<file path="config.mk">
export PLATFORM = sky130hd
export DESIGN_NAME = if_fetch
export DESIGN_NICKNAME = d
export VERILOG_FILES = /design/src/rtl/if_fetch_pkg.sv /design/src/rtl/if_fetch.sv
export SDC_FILE = /design/constraint.sdc
export NUM_CORES = 1
export LEC_CHECK = 0
export ABC_CLOCK_PERIOD_IN_PS = 4280
export CAP_MARGIN = 5
export CORE_ASPECT_RATIO = 0.75
export CORE_UTILIZATION = 52
export CTS_CLUSTER_DIAMETER = 60
export DETAILED_ROUTE_END_ITERATION = 10
export DONT_BUFFER_PORTS = 1
export PLACE_DENSITY_LB_ADDON = 0.05
export SLEW_MARGIN = 25
export SYNTH_ARGS = -nofsm -noshare
export SYNTH_HDL_FRONTEND = slang
export SYNTH_SLANG_ARGS = --single-unit
</file>
<file path="constraint.sdc">
create_clock -name clk -period 4.28 [get_ports clk]
set_input_delay 0.856 -clock clk [delete_from_list [all_inputs] [get_ports clk]]
set_output_delay 0.856 -clock clk [all_outputs]
set_load 0.02 [all_outputs]
</file>
<file path="src/rtl/if_fetch_pkg.sv">
// Shared constants and state type for the instruction-fetch stage.
package if_fetch_pkg;
  localparam int XLEN = 32;
  localparam logic [XLEN-1:0] BUBBLE_IS = '0;

  typedef enum logic {
    FETCH = 1'b0,
    FULL  = 1'b1
  } fetch_st_e;
endpackage

</file>
<file path="src/rtl/if_fetch.sv">
// Instruction fetch: assembles 32-bit little-endian words from a byte-wide
// memory port and hands {pc_o, is_o} to decode; is_o == 0 is a bubble.
module if_fetch
  import if_fetch_pkg::*;
#(
  parameter logic [XLEN-1:0] RESET_PC = '0,
  parameter int              MEM_AW   = 32
) (
  input  logic              clk,
  input  logic              rst,
  input  logic              stall_i,
  input  logic              br_e,
  input  logic [XLEN-1:0]   br_pc,
  input  logic              mem_busy,
  input  logic [7:0]        mem_din,
  output logic              mem_rd,
  output logic [MEM_AW-1:0] mem_a,
  output logic [XLEN-1:0]   pc_o,
  output logic [XLEN-1:0]   is_o
);

  fetch_st_e       st;
  logic [XLEN-1:0] fpc, w;
  logic [2:0]      req_idx;
  logic            pend;
  logic [1:0]      pend_idx;
  logic [7:0]      b0, b1, b2;

  logic [XLEN-1:0] req_addr, fpc_nx4, word;
  logic            done;

  assign req_addr = fpc + {29'd0, req_idx};
  assign fpc_nx4  = fpc + 32'd4;
  assign word     = {mem_din, b2, b1, b0};
  assign done     = pend && (pend_idx == 2'd3);

  // req_idx[2] set means all four bytes of the word are already requested
  always_comb begin
    mem_rd = 1'b0;
    mem_a  = fpc[MEM_AW-1:0];
    if (!rst && st == FETCH && !req_idx[2] && !mem_busy) begin
      mem_rd = 1'b1;
      mem_a  = req_addr[MEM_AW-1:0];
    end
  end

  always_ff @(posedge clk) begin
    if (rst) begin
      fpc      <= RESET_PC;
      req_idx  <= '0;
      pend     <= 1'b0;
      pend_idx <= '0;
      st       <= FETCH;
      b0       <= '0;
      b1       <= '0;
      b2       <= '0;
      w        <= '0;
      is_o     <= BUBBLE_IS;
      pc_o     <= '0;
    end else if (br_e) begin
      // a byte requested this cycle still goes out; clearing pend drops its data
      fpc     <= br_pc;
      req_idx <= '0;
      pend    <= 1'b0;
      st      <= FETCH;
      is_o    <= BUBBLE_IS;
      pc_o    <= '0;
    end else begin
      pend <= mem_rd;
      if (mem_rd) begin
        req_idx  <= req_idx + 3'd1;
        pend_idx <= req_idx[1:0];
      end
      if (pend) begin
        case (pend_idx)
          2'd0:    b0 <= mem_din;
          2'd1:    b1 <= mem_din;
          2'd2:    b2 <= mem_din;
          default: ;
        endcase
      end

      if (done && !stall_i) begin
        is_o    <= word;
        pc_o    <= fpc_nx4;
        fpc     <= fpc_nx4;
        req_idx <= '0;
      end else if (done) begin
        w  <= word;
        st <= FULL;
      end else if (st == FULL && !stall_i) begin
        is_o    <= w;
        pc_o    <= fpc_nx4;
        fpc     <= fpc_nx4;
        req_idx <= '0;
        st      <= FETCH;
      end else if (!stall_i) begin
        is_o <= BUBBLE_IS;
        pc_o <= '0;
      end
    end
  end

endmodule

</file>
==> flow_metrics.py <==
metrics = {
    "yosys": {
        "synth_area_leaders": "dfxtp_1 43%, nand2_1 11%, a21oi_1 8.2%",
        "syn-instance-count": 964,
        "yosysSeqAreaShare_pct": 43.3,
        "syn-num-nets": 1015,
        "ys.flop_type": "dfxtp_1",
        "ys_warn_count": 0,
        "synth-seq-cells": 159,
        "synth_common_cells": "210 x nand2_1, 159 x dfxtp_1, 121 x a21oi_1, 85 x nor2_1, 74 x clkbuf_1",
        "synth_top_area_share_pct": 43.3,
        "postSynth.asyncResetShare_pct": 0,
        "synth_edf_count": 0,
        "yosysMostFrequentCell": "nand2_1",
        "yosys.area.top_type": "dfxtp_1",
        "synth_cell_types": 42,
        "netlist_area_um2": 7350,
        "syn_avg_cell_area_um2": 7.62,
    },
    "cells_and_area": {
        "syn_to_final_growth_pct": 8.41,
        "final_area_um2": 7970,
        "nFillCells": 1280,
        "postLayoutCoreUtil_pct": 57.9,
        "num-nets-final": 965,
        "antenna_cells": 0,
        "final_cells": 1102,
        "drive_gt1_share_pct": 6.04,
    },
    "clock_network": {
        "clock_sinks": 159,
        "cts_tree": "yes",
        "clkTransAtPathRegs_ns": 0.06,
        "clkLatencyLatePin_ns": 0.42,
        "cts.path.max_buffers": 2,
        "cts_resized": 0,
        "clock-root-buffer": "clkbuf_16",
        "cts_buffers": 17,
        "post-cts-setup-buffers": 0,
        "htreeDepth": 4,
        "holdBufCountCts": 0,
    },
    "worst_setup_path": {
        "critPathArrivalTime_ns": 2.97,
        "path_cells": "or4_1 -> a211o_1 -> nor4_4 -> nand2_1 -> xnor2_1 -> buf_4",
        "r2r-start": "pend_idx[0]",
        "cp_top_family": "simple AND/OR/NAND/NOR gates",
        "path_buf_inv": 1,
        "required_ns": 3.42,
        "crit_start": "rst",
        "cp_max_fo": 90,
        "cp_slowest_cell": "nor4_4",
        "end_kind": "output port",
        "criticalPathCategory": "input port to output port",
        "cp_slowest_stage_delay_ns": 0.60,
        "cp-start-kind": "input port",
    },
    "floorplan": {
        "pin_count": 142,
        "num_rows": 37,
        "start_util_pct": 53.5,
        "dieHeight_um": 105,
        "die_area_um2": 14600,
        "die_x_um": 139,
        "coreArea_um2": 13700,
    },
    "detailed_routing": {
        "drtPass1Iterations": 5,
        "vias_per_cell": 5.82,
        "wirelength_um": 19700,
        "antenna_left": 0,
        "routed-wl-met2_um": 8340,
        "wl_per_cell_um": 17.9,
        "wl_met3_um": 1690,
        "drt-initial-drc-count": 422,
        "drc": 0,
        "met1_length_um": 9390,
        "vias": 6414,
        "top_layer_used": "met5",
    },
    "timing": {
        "fin_skew_ns": 0.00725,
        "tns_ns": 0,
        "final.min_clock_period_ns": 3.83,
        "hold_viol_final": 0,
        "rsz0062_at_grt": "no",
        "worst-slew-pin-transition_ns": 0.908,
        "slew_viol_final": 0,
        "period_share_pct": 89.5,
        "max_freq_ghz": 0.261,
        "holdWs_ns": 0.453,
        "slew_headroom_pct": 39.4,
        "setup_viol": 0,
    },
    "power_and_ir_drop": {
        "ir_drop_v": 0.000273,
        "p_per_area_nw_per_um2": 401,
        "power_switching_uw": 745,
        "p_comb_share_pct": 4.6,
        "pwr-share-seq_pct": 48.5,
        "p_clk_share_pct": 46.9,
        "leakagePower_uw": 0.00256,
        "swShare_pct": 23.3,
        "internal-power_uw": 2450,
    },
    "outcome": {
        "status": "finished clean",
    },
    "run": {
        "cap_violations": 0,
    },
    "placement": {
        "place_area_um2": 7390,
        "dp_cells": 1070,
        "globalplace.congestion": 0.837,
        "numPortBuffers": 0,
        "dpl.hpwl_um": 13100,
    },
    "global_routing": {
        "grt_overflow": 0,
        "track_usage_pct": 27.9,
        "grt_max_degree": 91,
        "antenna_found_initial": 1,
        "grt_pass1_wl_um": 32000,
        "first_global_vias": 5998,
    },
    "min_path": {
        "min_from": "w[1]",
        "hold_path_class": "flop to flop",
    },
}
==> layer usage <==
metal	up-vias	track usage, %
met2	229	40.0
met4	2	9.21
li1	3138	-
met1	3024	39.3
met3	21	9.03
met5	-	0
==> path summary, 6_finish.rpt <==
kind                                   to  depth (start not counted)  slack, ns
worst min-delay path                 w[1]                          2       0.45
worst max register to register    fpc[28]                          5       1.87
worst max-delay path            mem_a[29]                          6       0.45
worst min register to register       w[1]                          2       0.45
==> worst min-delay path: cells and delay by family, from the launching register on <==
family | cells | cell delay, ns
DFF | 1 | 0.31
and+or+nand+nor | 1 | 0.05
AOI/OAI and AO/OA | 1 | 0.05
==> cells by family after synthesis <==
kind of cell | count (synthesis) | share of synthesized area (%)
simple gates | 414 | 24.7
mux | 11 | 1.50
buf+inv | 95 | 4.95
xor+xnor | 81 | 9.65
fa+ha+maj | 6 | 1.12
flops | 159 | 43.3
compound gates | 198 | 14.8
==> registers in the layout, summed over array words and instances, names as in the netlist <==
signal    cells
fpc          32
is_o         32
pc_o         32
w            32
b0            8
b1            8
b2            8
req_idx       3
pend_idx      2
pend          1
st            1
==> area by class of cell <==
cell class,instances,area (µm²),area share (%)
Timing Repair Buffer,20,150,1.88
Inverter,6,22.5,0.283
Clock buffer,23,468,5.87
Sequential cell,159,3180,39.9
Tap cell,175,219,2.75
Multi-Input combinational cell,710,3820,47.9
Clock inverter,9,109,1.37
==> power by group through the flow <==
stage                     clock (µW)  combinational [µW]  sequential, µW
after floorplan                    0                 173            1540
after detailed placement           0                 144            1580
final                           1500                 146            1550
after global placement             0                 143            1580
after CTS                       1510                 147            1550
after global routing            1580                 160            1550
==> per-stage QoR <==
step / worst slack [ns] / power, µW
detailed placement: 0.531 / 1730
CTS: 0.536 / 3210
floorplan: 0.660 / 1720
finish: 0.449 / 3190
global route: 0.391 / 3300
global placement: 0.585 / 1720
==> cells in the final DEF (no fill, tap or decap), types with 3 or more instances in the layout <==
master and n:
dfxtp_1 159, nand2_1 209, nand4_1 19, xnor2_1 38, o21ai_0 32, ha_1 5
a211oi_1 19, o21a_1 4, a31oi_1 7, nor3_1 16, clkbuf_16 17, nor4_1 8
clkbuf_1 4, buf_4 20, nand3_1 49, clkinvlp_4 4, a21oi_1 120, a22o_1 3
nor2_1 84, o22ai_1 7, and3_1 3, inv_1 4, and2_1 9, mux2i_1 11
xor2_1 43
Note: power is estimated with default switching activity, not from simulation.
